<file path="src/rtl/div_fixed_seq.sv">
// div_fixed_seq: restoring long division of a WIDTH-bit dividend by a constant DIVISOR,
// one quotient bit per clock, behind a start/busy/done handshake.
module div_fixed_seq #(
    parameter int WIDTH   = 16,
    parameter int DIVISOR = 185,
    localparam int R_W    = $clog2(DIVISOR + 1)
) (
    input  logic             clk,
    input  logic             rst,
    input  logic             start,
    input  logic [WIDTH-1:0] a,
    output logic             busy,
    output logic             done,
    output logic [WIDTH-1:0] q,
    output logic [R_W-1:0]   r
);

    localparam int CNT_W = (WIDTH > 1) ? $clog2(WIDTH) : 1;

    localparam logic [1:0] ST_IDLE = 2'd0;
    localparam logic [1:0] ST_RUN  = 2'd1;
    localparam logic [1:0] ST_DONE = 2'd2;

    localparam logic [R_W:0]     DIV_C    = (R_W + 1)'(DIVISOR);
    localparam logic [CNT_W-1:0] CNT_LAST = CNT_W'(WIDTH - 1);

    if (DIVISOR < 1) begin : g_bad_divisor
        $error("div_fixed_seq: DIVISOR must be >= 1");
    end

    logic [1:0]       state_r;
    logic [WIDTH-1:0] dvd_r;
    logic [R_W-1:0]   rem_r;
    logic [CNT_W-1:0] cnt_r;
    logic             busy_r;
    logic             done_r;
    logic [WIDTH-1:0] q_r;
    logic [R_W-1:0]   r_r;

    logic [R_W:0]     rs_s;
    logic [R_W:0]     diff_s;
    logic             qbit_s;
    logic [R_W-1:0]   rem_nxt_s;
    logic [WIDTH-1:0] dvd_nxt_s;

    // One restoring step: the partial remainder stays below DIVISOR, so rs never overflows R_W+1 bits.
    always_comb begin
        rs_s   = {rem_r, dvd_r[WIDTH-1]};
        diff_s = rs_s - DIV_C;
        if (rs_s >= DIV_C) begin
            qbit_s    = 1'b1;
            rem_nxt_s = diff_s[R_W-1:0];
        end else begin
            qbit_s    = 1'b0;
            rem_nxt_s = rs_s[R_W-1:0];
        end
        dvd_nxt_s = {dvd_r[WIDTH-2:0], qbit_s};
    end

    // Control FSM, datapath registers and registered handshake/result outputs.
    always_ff @(posedge clk) begin
        if (rst) begin
            state_r <= ST_IDLE;
            dvd_r   <= {WIDTH{1'b0}};
            rem_r   <= {R_W{1'b0}};
            cnt_r   <= {CNT_W{1'b0}};
            busy_r  <= 1'b0;
            done_r  <= 1'b0;
            q_r     <= {WIDTH{1'b0}};
            r_r     <= {R_W{1'b0}};
        end else begin
            case (state_r)
                ST_IDLE, ST_DONE: begin
                    done_r <= 1'b0;
                    if (start) begin
                        state_r <= ST_RUN;
                        dvd_r   <= a;
                        rem_r   <= {R_W{1'b0}};
                        cnt_r   <= CNT_LAST;
                        busy_r  <= 1'b1;
                    end else begin
                        state_r <= ST_IDLE;
                        busy_r  <= 1'b0;
                    end
                end
                ST_RUN: begin
                    dvd_r <= dvd_nxt_s;
                    rem_r <= rem_nxt_s;
                    if (cnt_r == {CNT_W{1'b0}}) begin
                        state_r <= ST_DONE;
                        busy_r  <= 1'b0;
                        done_r  <= 1'b1;
                        q_r     <= dvd_nxt_s;
                        r_r     <= rem_nxt_s;
                    end else begin
                        cnt_r <= cnt_r - 1'b1;
                    end
                end
                default: begin
                    state_r <= ST_IDLE;
                    busy_r  <= 1'b0;
                    done_r  <= 1'b0;
                end
            endcase
        end
    end

    assign busy = busy_r;
    assign done = done_r;
    assign q    = q_r;
    assign r    = r_r;

endmodule

</file>
<file path="config.mk">
export PLATFORM = sky130hd
export DESIGN_NAME = div_fixed_seq
export DESIGN_NICKNAME = d
export VERILOG_FILES = /design/src/rtl/div_fixed_seq.sv
export SDC_FILE = /design/constraint.sdc
export NUM_CORES = 1
export LEC_CHECK = 0
export ABC_CLOCK_PERIOD_IN_PS = 1630
export BUFFER_PORTS_ARGS = -buffer_cell sky130_fd_sc_hd__buf_2
export CAP_MARGIN = 25
export CORE_ASPECT_RATIO = 0.9
export CORE_MARGIN = 5
export CORE_UTILIZATION = 40
export CTS_CLUSTER_SIZE = 30
export DETAILED_ROUTE_END_ITERATION = 16
export SLEW_MARGIN = 10
export SYNTH_ARGS = -nofsm -noshare
export SYNTH_HDL_FRONTEND = slang
export SYNTH_SLANG_ARGS = --single-unit
</file>
<file path="constraint.sdc">
create_clock -name clk -period 1.63 [get_ports clk]
set_input_delay 0.326 -clock clk [delete_from_list [all_inputs] [get_ports clk]]
set_output_delay 0.326 -clock clk [all_outputs]
set_load 0.005 [all_outputs]
</file>
==> results.ini, run 1 <==
[run_status]
outcome = complete, no violations

[grt]
grt_pass1_vias = 2135
grt_pass1_wl_mm = 9.89
grt_max_degree = 26
antenna_found_initial = 0
overflow = 0
groute.usage.overall_pct = 15.5

[critical_path]
endpoint_kind = register
crit_type = reg -> reg
path_max_fanout = 7
cp-startpoint = cnt_r[0]
worstReg2RegStart = cnt_r[0]
start_kind = register
required_ns = 1.88
arrival_ns = 1.88

[logic_synthesis]
ys_seq_elements = 56
avgSynthCellArea_um2 = 8.12
synth_flop_cell = dfxtp_1
netlist_area_mm2 = 0.00246
yosysWarnings = 0
syn_nets = 325
synth_cells = 303
synthArstFlopShare_pct = 0
ys_types = 46
synth_edf_count = 0
ys_seq_area_share_pct = 45.6

[die]
ios = 45
initial_core_util_pct = 40.7
die_x_um = 92.7
die_h_um = 84.4
core-area_mm2 = 0.00605
rows = 27
dieArea_mm2 = 0.00782

[clock_tree]
cts_tree = yes
cts_buffers = 5
insertion_delay_ns = 0.31
cts_hold_buf = 0
cts.sink_count = 56
h-tree-depth = 2
clockBufferDepth = 2
clkTransAtPathRegs_ns = 0.10
root_buffer = clkbuf_8

[layout]
drive_gt1_share_pct = 31.4
area.growth.synth_to_final_pct = 29.6
final_nets = 387
finalInstanceArea_mm2 = 0.00319
final_cells = 438
antenna_cells = 0

[sta]
worst_slew_pin_slew_ns = 0.348
final.setup.tns_ns = 0
finalCritPeriodShare_pct = 99.9
setup_slack_ns = 0.00118
finClkSkew_ns = 0.00612
hold-worst-slack_ns = 0.260
slew_viol_final = 0
clock.fmax_ghz = 0.614
relSlewSlack_pct = 76.2
min_period_ns = 1.63
hold_viol_final = 0
rsz0062_at_grt = yes
setup_viol = 0

[detailed_routing]
wl_mm = 6.18
drt_iter0_markers = 117
wl_per_cell_um = 14.1
vias = 2316
drt_first_pass_iters = 6
viasPerCell = 5.29
postRouteAntennaNets = 0
drc = 0

[pwr]
p_leak_nw = 1.31
worst_ir_drop_vdd_mv = 0.426
p_per_area_mw_per_mm2 = 969

[min_path]
hold_path.class = in -> reg
hp-start = a[2]

[place]
placed_area_mm2 = 0.00292
dp_hpwl_mm = 4.30
dp_cells = 427
post-place-ws_ns = -0.0245
port_buffers = 44
gp_congestion = 0.890

[run]
max_cap_viol_count = 0

## state kept, by name, summed over array words and instances, names as in the netlist
| signal | flops |
|---|---|
| q | 16 |
| done | 1 |
| cnt_r | 4 |
| state_r | 2 |
| busy | 1 |
| r | 8 |
| dvd_r | 16 |
| rem_r | 8 |
## Yosys cell counts, types with 4 or more instances
cell type	count	area share [%]
a311oi_1	15	5.3
o21ai_1	4	0.81
dfxtp_1	56	46
nor3_1	8	1.6
inv_1	7	1.1
nor2_1	29	4.4
nand2_1	72	11
clkbuf_1	14	2.1
nand2b_1	6	1.5
a21oi_1	23	4.7
a211oi_1	8	2.4
nand3_1	7	1.4
## layout by cell type (no fill, tap or decap), drive strengths merged, types with 2 or more instances in the layout
master  instances
a211oi          8
a21oi          23
a221oi          2
a311oi         16
a32oi           2
and3            2
buf            77
clkbuf          7
dfxtp          56
ha              3
inv             7
nand2          72
nand2b          6
nand3           7
nand3b          2
nor2           30
nor2b           3
nor3            8
nor4            2
o211ai          2
o21ai           6
o221ai          2
o22ai           2
or3             2
or4             2
xnor2           3
## kinds of logic after synthesis
group | Yosys count | share of synthesized area, %
flops | 56 | 45.6
fa+ha+maj | 3 | 1.53
simple gates | 142 | 26.7
xor+xnor | 3 | 1.07
buf+inv | 30 | 5.44
compound gates | 68 | 19.3
mux | 1 | 0.407
## repair_timing
item | CTS | global route
resized for setup | 5 | 26
cloned | 0 | 1
buffers inserted | 0 | 2
endpoints found under the setup margin | 9 | 16
pin swaps | 0 | 7
## final cells by class
| class | instances | area, um2 |
|---|---|---|
| Fill cell | 591 | 2860 |
| Multi-Input combinational cell | 217 | 1290 |
| Sequential cell | 56 | 1130 |
| Timing Repair Buffer | 78 | 529 |
| Tap cell | 72 | 90.1 |
| Clock buffer | 6 | 82.6 |
| Clock inverter | 2 | 38.8 |
| Inverter | 7 | 26.3 |
## through the flow
step	util, %	power, W
floorplan	-	0.00187
global placement	48.3	0.00208
detailed placement	48.3	0.00209
CTS	50.5	0.00306
global route	52.7	0.00325
finish	52.7	0.00309
## critical path, cell delays in order, from the launching register on
cell     delay (ns)
dfxtp_2        0.33
inv_2          0.06
ha_4           0.14
or3b_4         0.39
nor2_4         0.18
buf_12         0.15
buf_8          0.13
nand2_2        0.06
a21oi_2        0.13
## power by group
| part | total [W] | leakage, nW | switching, W | internal (W) |
|---|---|---|---|---|
| logic | 0.000584 | 0.788 | 0.000308 | 0.000275 |
| clock network | 0.000971 | 0.0614 | 0.000468 | 0.000503 |
| registers | 0.00154 | 0.458 | 0.0000761 | 0.00146 |
## metal layers
metal | wire length, um | global-route usage, % | up-vias
li1 | - | - | 1184
met1 | 3090 | 22.6 | 1063
met2 | 2660 | 22.6 | 58
met3 | 340 | 3.49 | 11
met4 | 89 | 4.79 | 0
met5 | 0 | 0 | -
## final timing paths
check,to,slack (ns),cells past startpoint
worst max-delay path,q[6],0.001,8
worst min-delay path,dvd_r[2],0.26,3
worst max register to register,q[6],0.001,8
worst min register to register,r[1],0.46,2
Note: power is estimated with default switching activity, not from simulation.
==> inputs of run 2 (changes only) <==
PLACE_DENSITY_LB_ADDON = 0.3   (was unset)
==> results.ini, run 2 (synthesis results as in run 1) <==
[die]
die_h_um = 84.4
initial_core_util_pct = 40.7
die_x_um = 92.7
rows = 27
core-area_mm2 = 0.00605
dieArea_mm2 = 0.00782
ios = 45

[layout]
final_nets = 391
area.growth.synth_to_final_pct = 29.2
fin_util_pct = 52.6
antenna_cells = 0
final_common_cell = nand2_1
final_cells = 442
mostFrequentLayoutCells = 71 x nand2_1, 50 x dfxtp_1, 44 x buf_2
drive_gt1_share_pct = 31.4

[run]
max_cap_viol_count = 0

[sta]
finClkSkew_ns = 0.00417
setup_viol = 1
hold_viol_final = 0
slew_viol_final = 0
clock.fmax_ghz = 0.611
min_period_ns = 1.64
finalCritPeriodShare_pct = 100
rsz0062_at_grt = yes
relSlewSlack_pct = 69.3
setup_slack_ns = -0.00753
worst_slew_pin_slew_ns = 0.458

[critical_path]
r2r_slack_ns = -0.008
crit_buf_inv = 2
worstReg2RegStart = dvd_r[15]
path_cells = inv_1, ha_1, nand2b_1, buf_4, a2111oi_2, a311oi_2, o31ai_1
r2r_end = r[4]
path_delay_family = compound AO/OA/AOI/OAI gates
required_ns = 1.86
start_kind = register
cp-startpoint = dvd_r[15]
max_stage_delay_ns = 0.40
path_max_fanout = 5
cp_slowest_cell = a2111oi_2
arrival_ns = 1.86
endpoint_kind = register
r2r.worst_path.cells = 7
crit_type = reg -> reg

[pwr]
pwr-share-comb_pct = 19.8
p_per_area_mw_per_mm2 = 961
p_clk_share_pct = 30.1
switching_share_pct = 28.0
internal_power_w = 0.00220
power.switching_w = 0.000856
worst_ir_drop_vdd_mv = 0.467
p_leak_nw = 1.29
power_frac_seq_pct = 50.1

[place]
port_buffers = 44
gp_congestion = 0.918
post-place-ws_ns = 0.00485
dp_hpwl_mm = 4.48
dp_cells = 430

[detailed_routing]
wl_mm = 6.26
drc = 0
drt_first_pass_iters = 4
wl_per_cell_um = 14.2
viasPerCell = 5.27
postRouteAntennaNets = 0
vias = 2328
drt_iter0_markers = 93

[clock_tree]
cts_tree = yes
clockBufferDepth = 2
cts.sink_count = 56
h-tree-depth = 2
insertion_delay_ns = 0.31
root_buffer = clkbuf_8
cts_buffers = 5
clkTransAtPathRegs_ns = 0.10
cts_hold_buf = 0

[min_path]
hold_path_end = dvd_r[2]
hp-start = a[2]
worstHoldPathCells = 3
hold_path.class = in -> reg

[grt]
overflow = 0
grt_pass1_vias = 2189
grt_pass1_wl_mm = 10.2
antenna_found_initial = 0
groute.usage.overall_pct = 15.7
grt_max_degree = 23

[run_status]
violations = setup timing
outcome = finished, violations left

## run 2: cell types whose count changed in the layout (fill, tap and decap cells not counted), sizes merged
cell	previous run	this run
clkbuf	7	5
buf	77	82
clkinvlp	0	1
## run 2: stage by stage
step,TNS [ns],total power (W),area [um2],hold slack [ns]
after floorplan,0,0.00187,2460,0.445
after global placement,0,0.00207,2930,0.441
after detailed placement,0,0.00208,2930,0.445
after CTS,0,0.00300,3050,0.252
after global routing,-0.502,0.00322,3180,0.255
final,-0.00753,0.00306,3180,0.260
## run 2: layout make-up
class / count / area, um2
sequential: 56 / 1130
clock inverter: 3 / 42.5
clock buffer: 5 / 68.8
multi-input combinational: 217 / 1280
inverter: 7 / 26.3
tap: 72 / 90.1
fill: 616 / 2870
timing repair buffer: 82 / 541
## run 2: worst max-delay path by stage
stage | to | slack [ns] | cells past startpoint
after floorplan | r[0] | 0.0005 | 6
final | r[4] | -0.008 | 7
after detailed placement | q[1] | 0.005 | 7
after global placement | r[2] | 0.04 | 5
after global routing | r[4] | -0.06 | 8
after CTS | r[7] | 0.0006 | 7
## run 2: power groups by stage
stage               registers, W  clock network, W  logic [W]
floorplan                0.00155                 0   0.000325
global placement         0.00155                 0   0.000521
detailed placement       0.00156                 0   0.000528
CTS                      0.00153          0.000947   0.000532
global route             0.00155           0.00101   0.000666
finish                   0.00153          0.000919   0.000605
## run 2: worst reg2reg max path: stages, from the launching register on
cell	delay (ns)
dfxtp_2	0.38
inv_1	0.13
ha_1	0.22
nand2b_1	0.10
buf_4	0.15
a2111oi_2	0.40
a311oi_2	0.08
o31ai_1	0.08
## run 2: what timing repair did
item                                    CTS  global route
resized for setup                         2            30
pin swaps                                 0             5
setup buffers                             0             4
endpoints found under the setup margin    3            27
## run 2: routing by layer
layer	part of all wire, %	track usage (%)
met3	6.0	2.78
met1	48	22.1
met4	1.7	4.79
met2	44	24.6
met5	0	0
==> inputs of run 3 (changes only) <==
CORE_UTILIZATION = 44   (was 40)
==> results.ini, run 3 (synthesis results as in run 1) <==
[run_status]
outcome = finished, violations left
violations = setup timing

[layout]
antenna_cells = 0
finalInstanceArea_mm2 = 0.00314
final_common_cell = nand2_1
drive_gt1_share_pct = 31.0
fin_util_pct = 58.7
final_nets = 389
area.growth.synth_to_final_pct = 27.7
fillers = 515
mostFrequentLayoutCells = 71 x nand2_1, 52 x dfxtp_1, 44 x buf_2

[die]
die_x_um = 88.8
rows = 25
ios = 45
die_h_um = 80.9
core-area_mm2 = 0.00535
dieArea_mm2 = 0.00719
initial_core_util_pct = 46.0

[pwr]
p_clk_share_pct = 27.0
power.switching_w = 0.000818
switching_share_pct = 28.3
power_frac_seq_pct = 52.9
worst_ir_drop_vdd_mv = 0.561
power.total_w = 0.00289
p_leak_nw = 1.27
p_per_area_mw_per_mm2 = 921
pwr-share-comb_pct = 20.1
internal_power_w = 0.00208

[critical_path]
path_delay_family = simple AND/OR/NAND/NOR gates
required_ns = 1.81
crit_buf_inv = 3
path_max_fanout = 5
endpoint_kind = register
max_stage_delay_ns = 0.39
start_kind = register
path_cells = inv_2, ha_4, or3b_4, nor2_4, clkbuf_16, buf_4, a311oi_2
cp_slowest_cell = or3b_4
crit_type = reg -> reg
arrival_ns = 1.81

[place]
dp_hpwl_mm = 4.37
placed_area_mm2 = 0.00290
gp_congestion = 0.806
port_buffers = 44
post-place-ws_ns = -0.0627

[clock_tree]
cts_hold_buf = 0
cts_tree = yes
h-tree-depth = 2
cts_buffers = 5
clkTransAtPathRegs_ns = 0.10
root_buffer = clkbuf_8
cts.sink_count = 56
insertion_delay_ns = 0.30
clockBufferDepth = 2

[sta]
setup_slack_ns = -0.00661
hold_viol_final = 0
finalCritPeriodShare_pct = 100
relSlewSlack_pct = 71.0
hold-worst-slack_ns = 0.278
slew_viol_final = 0
setup_viol = 1
finClkSkew_ns = 0.00943
clock.fmax_ghz = 0.611
worst_slew_pin_slew_ns = 0.433
rsz0062_at_grt = yes
min_period_ns = 1.64

[grt]
grt_max_degree = 31
overflow = 0
groute.usage.overall_pct = 17.9
grt_pass1_vias = 2278
antenna_found_initial = 0
grt_pass1_wl_mm = 10.3

[detailed_routing]
viasPerCell = 5.47
wl_mm = 6.34
drt_iter0_markers = 221
drc = 0
wl_per_cell_um = 14.6
postRouteAntennaNets = 0
vias = 2380
drt_first_pass_iters = 4

[run]
max_cap_viol_count = 0

[min_path]
hold_path.class = in -> reg

run 3: cell count changes in the layout (fill, tap and decap cells not counted), sizes merged:
cell	change
clkbuf	+3
clkinv	-1
bufinv	-1
buf	-3
run 3: layer usage:
layer	global-route usage, %	part of all wire (%)	up-vias
li1	-	-	1185
met1	23.9	45	1116
met2	30.3	47	75
met3	3.25	7.4	4
met4	3.17	0.71	0
met5	0	0	-
run 3: stage by stage:
stage | setup TNS [ns] | instances
after floorplan | 0 | 303
after global placement | 0 | 421
after detailed placement | -0.0627 | 421
after CTS | 0 | 430
after global routing | -0.704 | 435
final | -0.00661 | 435
run 3: area by class of cell:
cell class / instances / area, um2 / area share (%)
Clock buffer: 7 / 86.3 / 2.75
Clock inverter: 1 / 7.51 / 0.239
Inverter: 7 / 26.3 / 0.837
Multi-Input combinational cell: 217 / 1270 / 40.5
Sequential cell: 56 / 1130 / 35.9
Tap cell: 67 / 83.8 / 2.67
Timing Repair Buffer: 80 / 536 / 17.1
run 3: what timing repair did:
action / in CTS / in global routing
resized for setup: 6 / 21
pin swaps: 3 / 6
buffers inserted: 1 / 4
cloned: 0 / 1
endpoints found under the setup margin: 2 / 26
run 3: path summary, 6_finish.rpt:
| path | endpoint | slack (ns) | startpoint | cells past startpoint |
|---|---|---|---|---|
| setup / recovery | r[2] | -0.007 | cnt_r[1] | 7 |
| hold / removal | dvd_r[2] | 0.28 | a[2] | 3 |
| setup reg to reg | r[2] | -0.007 | cnt_r[1] | 7 |
| hold reg to reg | q[2] | 0.46 | q[2] | 2 |
run 3: worst register-to-register path, stage by stage, from the launching register on:
cell and delay, ns:
dfxtp_2 0.34, inv_2 0.06, ha_4 0.13, or3b_4 0.39, nor2_4 0.22, clkbuf_16 0.20
buf_4 0.10, a311oi_2 0.09
run 3: power groups by stage:
| stage | Combinational (W) | Sequential (W) | Clock [W] |
|---|---|---|---|
| floorplan | 0.000325 | 0.00155 | 0 |
| global placement | 0.000506 | 0.00155 | 0 |
| detailed placement | 0.000519 | 0.00156 | 0 |
| CTS | 0.000536 | 0.00153 | 0.000806 |
| global route | 0.000644 | 0.00154 | 0.000869 |
| finish | 0.000581 | 0.00153 | 0.000781 |
